File: config.mk
export PLATFORM = sky130hd
export DESIGN_NAME = hcnt_timing_decoder_flat
export DESIGN_NICKNAME = d
export VERILOG_FILES = /design/src/rtl/hcnt_timing_decoder_if.sv /design/src/rtl/hcnt_timing_decoder.sv /design/src/flat_wrapper.sv
export SDC_FILE = /design/constraint.sdc
export NUM_CORES = 1
export LEC_CHECK = 0
export CAP_MARGIN = 10
export CORE_AREA = 2 2 109 85
export CTS_CLUSTER_DIAMETER = 100
export DETAILED_ROUTE_END_ITERATION = 10
export DIE_AREA = 0 0 111 87
export PLACE_DENSITY_LB_ADDON = 0.12
export SLEW_MARGIN = 20
export SYNTH_ARGS = -nofsm -noshare
export SYNTH_HDL_FRONTEND = slang
export SYNTH_SLANG_ARGS = --single-unit
File: constraint.sdc
create_clock -name clk -period 3.4 [get_ports clk]
set_clock_uncertainty 0.05 [all_clocks]
set_input_delay 0.51 -clock clk [delete_from_list [all_inputs] [get_ports clk]]
set_output_delay 0.51 -clock clk [all_outputs]
set_load 0.01 [all_outputs]
File: src/rtl/hcnt_timing_decoder_if.sv
// Horizontal-count link between the H8-feedback counter and its timing decoder.
// The generator drives hcnt/h8; the decoder returns line timing and lock status.
interface hcnt_timing_decoder_if;
   logic [7:0] hcnt;
   logic       h8;
   logic       hblank;
   logic       hsync;
   logic       line_start;
   logic       locked;
   logic [7:0] err_cnt;

   modport master (output hcnt, h8, input hblank, hsync, line_start, locked, err_cnt);
   modport slave  (input hcnt, h8, output hblank, hsync, line_start, locked, err_cnt);
endinterface

File: src/rtl/hcnt_timing_decoder.sv
// Checks the incoming horizontal count against a local flywheel, tracks lock,
// and decodes registered HBLANK/HSYNC/line-start from the flywheel position.
module hcnt_timing_decoder #(
   parameter logic [7:0] LOAD_VAL   = 8'hC0,
   parameter int         HBL_START  = 0,
   parameter int         HBL_END    = 64,
   parameter int         HS_START   = 16,
   parameter int         HS_END     = 40,
   parameter int         LOCK_LINES = 2,
   parameter int         MAX_MISS   = 3
) (
   input logic                 clk,
   input logic                 rst,
   hcnt_timing_decoder_if.slave bus
);
   localparam int         LINE_LEN = 512 - int'(LOAD_VAL);
   localparam logic [8:0] LAST_POS = 9'(LINE_LEN - 1);
   localparam logic [8:0] SEG0_OFS = 9'(256 - int'(LOAD_VAL));

   typedef enum logic [1:0] {UNLOCKED, TRACK, LOCKED} state_t;

   state_t     state;
   logic [7:0] hcnt_r;
   logic       h8_r;
   logic [8:0] in_pos, fly_pos, fly_cur, fly_nxt, cmp_pos;
   logic       in_pos_valid, acquire, match, cmp_lock;
   logic [7:0] line_cnt, miss_cnt, err_cnt;
   logic       hblank, hsync, line_start, locked;
   logic       dec_hbl, dec_hs, dec_ls;
   int         p;

   always_comb begin
      if (h8_r) begin
         in_pos       = {1'b0, hcnt_r} - {1'b0, LOAD_VAL};
         in_pos_valid = (hcnt_r >= LOAD_VAL);
      end else begin
         in_pos       = {1'b0, hcnt_r} + SEG0_OFS;
         in_pos_valid = 1'b1;
      end
   end

   // On acquisition the current compare is treated as position 0.
   assign acquire = (state == UNLOCKED) && in_pos_valid && (in_pos == 9'd0);
   assign fly_cur = acquire ? 9'd0 : fly_pos;
   assign fly_nxt = (fly_cur == LAST_POS) ? 9'd0 : fly_cur + 9'd1;
   assign match   = in_pos_valid && (in_pos == fly_pos);

   always_comb begin
      p       = int'(cmp_pos);
      dec_hbl = (p >= HBL_START) && (p < HBL_END);
      dec_hs  = (p >= HS_START) && (p < HS_END);
      dec_ls  = (p == 0);
   end

   always_ff @(posedge clk) begin
      if (rst) begin
         state      <= UNLOCKED;
         hcnt_r     <= 8'd0;
         h8_r       <= 1'b0;
         fly_pos    <= 9'd0;
         cmp_pos    <= 9'd0;
         cmp_lock   <= 1'b0;
         line_cnt   <= 8'd0;
         miss_cnt   <= 8'd0;
         err_cnt    <= 8'd0;
         hblank     <= 1'b1;
         hsync      <= 1'b0;
         line_start <= 1'b0;
         locked     <= 1'b0;
      end else begin
         hcnt_r   <= bus.hcnt;
         h8_r     <= bus.h8;
         fly_pos  <= fly_nxt;
         cmp_pos  <= fly_cur;
         cmp_lock <= 1'b0;
         case (state)
            UNLOCKED: begin
               if (acquire) begin
                  state    <= TRACK;
                  line_cnt <= 8'd0;
               end
            end
            TRACK: begin
               // A mismatch beats a coincident line-count completion.
               if (!match) begin
                  state <= UNLOCKED;
                  if (err_cnt != 8'hFF) err_cnt <= err_cnt + 8'd1;
               end else if (fly_pos == 9'd0) begin
                  line_cnt <= line_cnt + 8'd1;
                  if (line_cnt + 8'd1 == 8'(LOCK_LINES)) begin
                     state    <= LOCKED;
                     miss_cnt <= 8'd0;
                     cmp_lock <= 1'b1;
                  end
               end
            end
            LOCKED: begin
               cmp_lock <= 1'b1;
               if (!match) begin
                  if (err_cnt != 8'hFF) err_cnt <= err_cnt + 8'd1;
                  if (miss_cnt + 8'd1 == 8'(MAX_MISS)) begin
                     state    <= UNLOCKED;
                     miss_cnt <= 8'd0;
                     cmp_lock <= 1'b0;
                  end else begin
                     miss_cnt <= miss_cnt + 8'd1;
                  end
               end else begin
                  miss_cnt <= 8'd0;
               end
            end
            default: state <= UNLOCKED;
         endcase
         // Output stage: decode of the previous compare position and lock.
         hblank     <= cmp_lock ? dec_hbl : 1'b1;
         hsync      <= cmp_lock && dec_hs;
         line_start <= cmp_lock && dec_ls;
         locked     <= cmp_lock;
      end
   end

   assign bus.hblank     = hblank;
   assign bus.hsync      = hsync;
   assign bus.line_start = line_start;
   assign bus.locked     = locked;
   assign bus.err_cnt    = err_cnt;
endmodule

File: src/flat_wrapper.sv
// flat-port wrapper written by rule: the top's interface ports become plain ports
module hcnt_timing_decoder_flat 
#(
   parameter logic [7:0] LOAD_VAL   = 8'hC0,
   parameter int         HBL_START  = 0,
   parameter int         HBL_END    = 64,
   parameter int         HS_START   = 16,
   parameter int         HS_END     = 40,
   parameter int         LOCK_LINES = 2,
   parameter int         MAX_MISS   = 3
)
  (clk, rst, bus_hcnt, bus_h8, bus_hblank, bus_hsync, bus_line_start, bus_locked, bus_err_cnt);
  hcnt_timing_decoder_if bus_i ();
  input logic clk;
  input logic rst;
  input wire logic [$bits(bus_i.hcnt)-1:0] bus_hcnt;
  input wire logic [$bits(bus_i.h8)-1:0] bus_h8;
  output wire logic [$bits(bus_i.hblank)-1:0] bus_hblank;
  output wire logic [$bits(bus_i.hsync)-1:0] bus_hsync;
  output wire logic [$bits(bus_i.line_start)-1:0] bus_line_start;
  output wire logic [$bits(bus_i.locked)-1:0] bus_locked;
  output wire logic [$bits(bus_i.err_cnt)-1:0] bus_err_cnt;
  assign bus_i.hcnt = bus_hcnt;
  assign bus_i.h8 = bus_h8;
  assign bus_hblank = bus_i.hblank;
  assign bus_hsync = bus_i.hsync;
  assign bus_line_start = bus_i.line_start;
  assign bus_locked = bus_i.locked;
  assign bus_err_cnt = bus_i.err_cnt;
  hcnt_timing_decoder #(.LOAD_VAL(LOAD_VAL), .HBL_START(HBL_START), .HBL_END(HBL_END), .HS_START(HS_START), .HS_END(HS_END), .LOCK_LINES(LOCK_LINES), .MAX_MISS(MAX_MISS)) u_core (.clk(clk), .rst(rst), .bus(bus_i));
endmodule
==> summary.md, run 1 <==
| Metric | Value |
|---|---|
| Result of the run | `completed` |
| Post-synthesis register bit count | `58` |
| Number of setup buffers added after CTS | `0` |
| CTS tree | `yes` |
| Via count of the first global-routing pass | `2,154` |
| Max-cap violations | `0` |
| Post-detailed-route via-to-cell ratio | `4.93` |
| Input/output buffers | `22` |
| Via count | `2,271` |
| Min-Delay Path Class | `flip-flop to flip-flop` |
| Share of the clock period used by the worst path after layout | `92.0%` |
| Maximum number of pins on one net before global-route repair | `37` |
| Resized cells post-CTS | `0` |
| Number of antenna violations at the first check in global routing | `0` |
| Ant. Diodes | `0` |
| Share of layout cells above drive strength 1 | `9.46%` |
| Top-level I/O count | `23` |
| Number of nets in the synthesized netlist | `343` |
| Leakage component of the power | `1.26 nW` |
| Proportion of synthesized flip-flops having asynchronous set or reset | `0%` |
| CP startpoint kind | `flip-flop` |
| Sw Ratio | `22.4%` |
| DRC violation total after the first TritonRoute iteration | `106` |
| CP max-delay cell | `sky130_fd_sc_hd__dfxtp_1` |
| Fmax | `0.320 GHz` |
| Footprint of the multi-input gates | `1670 µm²` |
| Number of buffers and inverters on the critical path | `1` |
| Share of power burned in the clock network | `52.7%` |
| Placement row count | `30` |
| HPWL after DPL | `4550 µm` |
| Layout Cells excl Fill | `461` |
| Utilization of the core after routing | `41.1%` |
| Worst EP arrival | `3.33 ns` |
| Total power after layout | `0.00180 W` |
| Kind of cell with the highest combined delay on the critical path | `simple AND/OR/NAND/NOR gates` |
| Worst hold margin | `0.425 ns` |
| CP required | `3.61 ns` |
| Worst slew margin relative to its limit | `52.7%` |
| Clock latency on the worst-skew pair | `0.32 ns` |
| Power dissipated by switching net loads | `0.000404 W` |
| Number of flops mapped to enable cells by yosys | `0` |
| Overall die width | `111 µm` |
| Distinct cells, synth | `57` |
| Total wire length | `6340 µm` |
| Total negative slack | `0 ns` |
| Final setup viols | `0` |
| Initial core utilization | `33.8%` |
| Full die area | `9660 µm²` |
| Ordered list of cells on the worst path | `ha_1 -> inv_1 -> ha_1 -> or2b_2 -> nor3_1 -> nand4b_1 -> and2_1 -> ha_1 -> and3_1 -> and3_1 -> and3_1 -> nand2b_1 -> nor2b_1` |
| Final critical path time including I/O delays and setup | `3.13 ns` |
| Critical path's largest stage delay | `0.37 ns` |
| Clk root buf | `sky130_fd_sc_hd__clkbuf_16` |
| Post-layout nets | `367` |
| Largest fanout on the critical path | `7` |
| Overflow after GRT | `0` |
| Cts-stage hold buffer count | `0` |
| Wire per inst | `13.8 µm` |
| Global-route wire length before repair | `10,800 µm` |
| H-tree depth reported by CTS | `3` |
| Number of cells after detailed placement | `445` |
| Cell internal power dissipation | `0.00140 W` |
| Syn-to-layout area delta | `21.6%` |
| Cell area power density | `505 nW/µm²` |
| Global placer's final weighted congestion | `0.761` |
| Total CTS buffers | `9` |
| Combinational cell fraction of total power | `7.7%` |
| Unrepaired setup endpoints after global routing | `false` |
| Hold violation count in the final report | `0` |
| Initial DRT Pass Iterations | `4` |
| Avg Synthesized Cell Area | `9.16 µm²` |
| Post-synth top flop | `sky130_fd_sc_hd__dfxtp_1` |
| CTS clk-pin slew, worst paths | `0.05 ns` |
| Syn Inst Count | `320` |
| Worst vdd ir | `0.234 mV` |
| Core region area | `8670 µm²` |
| Antenna viol nets, final | `0` |
| Crit. End Element | `flip-flop` |
| Sequential element share of the synthesized area | `39.6%` |
| Die boundary height | `87 µm` |
| Syn Std Cell Area | `2930 µm²` |
| Reg area | `1160 µm²` |
| Max Slew Vio Count | `0` |
| DRC violation count after routing | `0` |
| Number of fill cells | `847` |
| Kind of critical path | `flip-flop to flip-flop` |
| Global routing usage summed across all routing layers | `14.1%` |
| Clock tree buffer depth | `2` |
| Pin slew with the least headroom to its limit | `0.704 ns` |
| Ys Warns | `0` |
| Number of clock sinks | `58` |
| Part of the total power dissipated in sequential elements | `39.6%` |
## layer usage
layer | vias up | share of wire, % | global-route usage (%)
met5 | - | 0 | 0
met1 | 1043 | 57 | 20.8
met3 | 8 | 3.6 | 4.38
li1 | 1192 | - | -
met4 | 0 | 1.3 | 5.11
met2 | 28 | 38 | 19.0
## cell families (layout without fill, tap and decap cells)
group	Yosys count	count (layout)	share of synthesized area, %
XOR/XNOR	25	25	7.47
AO/OA/AOI/OAI	51	51	13.4
flip-flops	58	58	39.6
buffers and inverters	21	50	3.41
multiplexers	5	5	1.71
AND/OR/NAND/NOR	148	148	29.3
adder cells (fa/ha/maj)	12	12	5.12
## tightest hold or removal path: stages (launching register included)
cell and delay (ns):
sky130_fd_sc_hd__dfxtp_1 0.30, sky130_fd_sc_hd__nor4_1 0.04, sky130_fd_sc_hd__nand2_1 0.06, sky130_fd_sc_hd__nor2_1 0.03
## synth_stat cells (3+ instances only)
cell type,number,area [µm²]
sky130_fd_sc_hd__or3_1,5,31.3
sky130_fd_sc_hd__nor4_1,7,43.8
sky130_fd_sc_hd__nand2b_1,10,62.6
sky130_fd_sc_hd__and2_1,13,81.3
sky130_fd_sc_hd__xor2_1,11,96.3
sky130_fd_sc_hd__nand4_1,6,37.5
sky130_fd_sc_hd__nor3_1,10,50.1
sky130_fd_sc_hd__o31a_1,4,35.0
sky130_fd_sc_hd__nand2_1,19,71.3
sky130_fd_sc_hd__dfxtp_1,58,1160
sky130_fd_sc_hd__ha_1,12,150
sky130_fd_sc_hd__buf_2,3,15.0
sky130_fd_sc_hd__nor2_1,23,86.3
sky130_fd_sc_hd__a311oi_1,6,52.6
sky130_fd_sc_hd__xnor2_1,14,123
sky130_fd_sc_hd__nor2b_1,14,87.6
sky130_fd_sc_hd__or4_1,3,22.5
sky130_fd_sc_hd__nor3b_1,3,22.5
sky130_fd_sc_hd__and3_1,8,50.1
sky130_fd_sc_hd__o21ai_0,6,30.0
sky130_fd_sc_hd__mux2i_1,5,50.1
sky130_fd_sc_hd__a21oi_1,17,85.1
sky130_fd_sc_hd__clkbuf_1,5,18.8
sky130_fd_sc_hd__nand3_1,9,45.0
sky130_fd_sc_hd__inv_1,10,37.5
sky130_fd_sc_hd__and3_2,4,30.0
## stage by stage
stage | setup slack, ns | instance area [µm²]
floorplan | 0.575 | 2930
global placement | 0.354 | 3240
detailed placement | 0.286 | 3240
CTS | 0.253 | 3560
global route | 0.0658 | 3560
finish | 0.273 | 3560
## layout by cell type, fill, tap and decap left out, drive strengths merged, types with 5 or more instances in the layout
cell type and count:
a21oi 17, a311oi 6, and2 13, and3 12, clkbuf 9, clkdlybuf4s50 22
dfxtp 58, ha 12, inv 10, mux2i 5, nand2 19, nand2b 10
nand3 10, nand4 6, nor2 23, nor2b 14, nor3 10, nor4 8
o21ai 7, or3 6, xnor2 14, xor2 11
## area by class of cell
class / count / area share [%]
clock buffers: 9 / 6.32
clock inverters: 7 / 2.63
inverters: 10 / 1.05
multi-input cells: 241 / 46.9
flip-flops and latches: 58 / 32.6
well taps: 112 / 3.93
repair buffers: 24 / 6.60
## path summary, 6_finish.rpt
kind | start | endpoint | slack (ns) | depth (start not counted)
worst max register to register | u_core.hcnt_r[6] | u_core.fly_pos[5] | 0.27 | 13
worst min register to register | u_core.cmp_pos[1] | u_core.bus.line_start | 0.43 | 3
worst max-delay path | u_core.hcnt_r[6] | u_core.fly_pos[5] | 0.27 | 13
worst min-delay path | u_core.cmp_pos[1] | u_core.bus.line_start | 0.43 | 3
## power groups by stage
stage / combinational [W] / clock (W) / sequential (W)
finish: 0.000138 / 0.000949 / 0.000713
global placement: 0.000139 / 0 / 0.000727
CTS: 0.000140 / 0.000974 / 0.000712
detailed placement: 0.000139 / 0 / 0.000727
floorplan: 0.0000990 / 0 / 0.000723
global route: 0.000153 / 0.00101 / 0.000714
## flip-flops by register name, summed over array words and instances, names as in the netlist
signal                 flops
u_core.state               2
u_core.fly_pos             9
u_core.bus.locked          1
u_core.bus.hblank          1
u_core.bus.line_start      1
u_core.hcnt_r              8
u_core.cmp_pos             9
u_core.bus.err_cnt         8
u_core.line_cnt            8
u_core.h8_r                1
u_core.cmp_lock            1
u_core.miss_cnt            8
u_core.bus.hsync           1
No activity file was read; power rests on OpenSTA's default activity.
==> inputs of run 2 (changes only) <==
GPL_TIMING_DRIVEN = 0   (was default)
MAX_ROUTING_LAYER = met4   (was default)
SKIP_LAST_GASP = 1   (was default)
==> run 2 against run 1 <==
Hold slack got worse by 0.012 ns; critical path type unchanged; highest routed layer unchanged; count of clock-buffer cells in the layout increased by 1; die area stayed put; critical endpoint is now u_core.fly_pos[7]; sequential cell count unchanged; cell area up 2.4%.
==> summary.md, run 2 (synthesis gave the netlist of run 1 again) <==
| Metric | Value |
|---|---|
| Global placer's final weighted congestion | `0.780` |
| CP required | `3.61 ns` |
| CTS clk-pin slew, worst paths | `0.05 ns` |
| Fmax | `0.321 GHz` |
| HPWL after DPL | `4520 µm` |
| Initial DRT Pass Iterations | `4` |
| Antenna viol nets, final | `0` |
| Clock tree buffer depth | `2` |
| H-tree depth reported by CTS | `3` |
| Kind of critical path | `flip-flop to flip-flop` |
| Unrepaired setup endpoints after global routing | `false` |
| DRC violation count after routing | `0` |
| Depth of the worst register-to-register path | `13` |
| Full die area | `9660 µm²` |
| Max-cap violations | `0` |
| Ant. Diodes | `0` |
| Area of all placed cells without fillers | `3650 µm²` |
| Clk root buf | `sky130_fd_sc_hd__clkbuf_16` |
| Clock latency on the worst-skew pair | `0.33 ns` |
| Max Slew Vio Count | `0` |
| Number of cells after detailed placement | `454` |
| Hold depth | `3` |
| Core region area | `8670 µm²` |
| Largest fanout on the critical path | `5` |
| Wire per inst | `13.2 µm` |
| Hold violation count in the final report | `0` |
| Total wire length | `6230 µm` |
| CTS tree | `yes` |
| Post-detailed-route via-to-cell ratio | `4.94` |
| Total CTS buffers | `9` |
| Post-layout nets | `378` |
| Global-route wire length before repair | `10,400 µm` |
| Resized cells post-CTS | `0` |
| Number of antenna violations at the first check in global routing | `0` |
| Number of clock sinks | `58` |
| Input/output buffers | `22` |
| Via count of the first global-routing pass | `2,097` |
| Global routing usage summed across all routing layers | `14.1%` |
| Worst slew margin relative to its limit | `60.5%` |
| Overflow after GRT | `0` |
| Placed inst area | `3290 µm²` |
| Via count | `2,325` |
| Die boundary height | `87 µm` |
| Final critical path time including I/O delays and setup | `3.12 ns` |
| Share of layout cells above drive strength 1 | `10.3%` |
| Total power after layout | `0.00189 W` |
| Top-level I/O count | `23` |
| Maximum number of pins on one net before global-route repair | `11` |
| Worst EP arrival | `3.33 ns` |
| Top library cells by usage in the layout, fill and taps aside | `sky130_fd_sc_hd__dfxtp_1 (58), sky130_fd_sc_hd__nor2_1 (23), sky130_fd_sc_hd__clkdlybuf4s50_1 (22)` |
| Min-Delay Path Class | `flip-flop to flip-flop` |
| Syn-to-layout area delta | `24.5%` |
| Cell area power density | `519 nW/µm²` |
| Initial core utilization | `33.8%` |
| Total negative slack | `0 ns` |
| Top Registers | `u_core.cmp_pos (9), u_core.fly_pos (9)` |
| Leakage component of the power | `1.31 nW` |
| DRC violation total after the first TritonRoute iteration | `111` |
| Crit. End Element | `flip-flop` |
| Layout Cells excl Fill | `471` |
| Most common cell after layout, fill and taps aside | `sky130_fd_sc_hd__dfxtp_1` |
| Final setup viols | `0` |
| Result of the run | `completed` |
| Share of the clock period used by the worst path after layout | `91.6%` |
| Placement row count | `30` |
| Pin slew with the least headroom to its limit | `0.588 ns` |
| CP startpoint kind | `flip-flop` |
| Overall die width | `111 µm` |
| Worst vdd ir | `0.274 mV` |
[run 2: per-layer routing]
metal	track usage (%)	vias to the layer above	share of wire (%)
met5	-	-	0
met4	5.11	0	1.5
met3	4.80	10	5.2
met2	18.7	42	39
met1	19.7	1058	54
li1	-	1215	-
[run 2: worst paths after layout]
check | from | endpoint | slack (ns)
worst max-delay path | u_core.hcnt_r[6] | u_core.fly_pos[7] | 0.28
worst min-delay path | u_core.cmp_pos[2] | u_core.bus.line_start | 0.41
worst max register to register | u_core.hcnt_r[6] | u_core.fly_pos[7] | 0.28
worst min register to register | u_core.cmp_pos[2] | u_core.bus.line_start | 0.41
[run 2: repair_timing]
item | CTS | global route
setup endpoints to repair | 0 | 1
endpoints found under the hold margin | 0 | 0
setup buffers | 0 | 2
hold buffers | 0 | 0
[run 2: per-stage QoR]
| step | setup slack [ns] | util (%) | hold WS, ns |
|---|---|---|---|
| floorplan | 0.575 | - | 0.396 |
| global placement | 0.258 | 38.0 | 0.416 |
| detailed placement | 0.219 | 38.0 | 0.410 |
| CTS | 0.193 | 41.9 | 0.417 |
| global route | 0.0625 | 42.1 | 0.445 |
| finish | 0.285 | 42.1 | 0.413 |
[run 2: final cells by class]
class / count / area [µm²]
multi-input cells: 241 / 1670
clock inverters: 5 / 103
plain buffers: 11 / 62.6
clock buffers: 10 / 239
inverters: 10 / 37.5
flip-flops and latches: 58 / 1160
fillers: 869 / 5020
repair buffers: 24 / 235
well taps: 112 / 140
[run 2: critical path, cell delays in order (launching register included)]
cell	delay (ns)
sky130_fd_sc_hd__dfxtp_1	0.38
sky130_fd_sc_hd__ha_1	0.16
sky130_fd_sc_hd__inv_1	0.04
sky130_fd_sc_hd__ha_1	0.29
sky130_fd_sc_hd__or2b_2	0.31
sky130_fd_sc_hd__nor3_1	0.18
sky130_fd_sc_hd__nand4b_1	0.21
sky130_fd_sc_hd__and2_1	0.24
sky130_fd_sc_hd__ha_1	0.22
sky130_fd_sc_hd__and3_1	0.17
sky130_fd_sc_hd__and3_1	0.23
sky130_fd_sc_hd__and3_1	0.23
sky130_fd_sc_hd__nand2b_1	0.21
sky130_fd_sc_hd__nor2_1	0.13
[run 2: power breakdown]
part	leakage, nW	internal (W)	switching, W
sequential	0.471	0.000697	0.0000159
clock	0.165	0.000729	0.000307
combinational	0.679	0.0000648	0.0000797
total	1.31	0.00149	0.000403
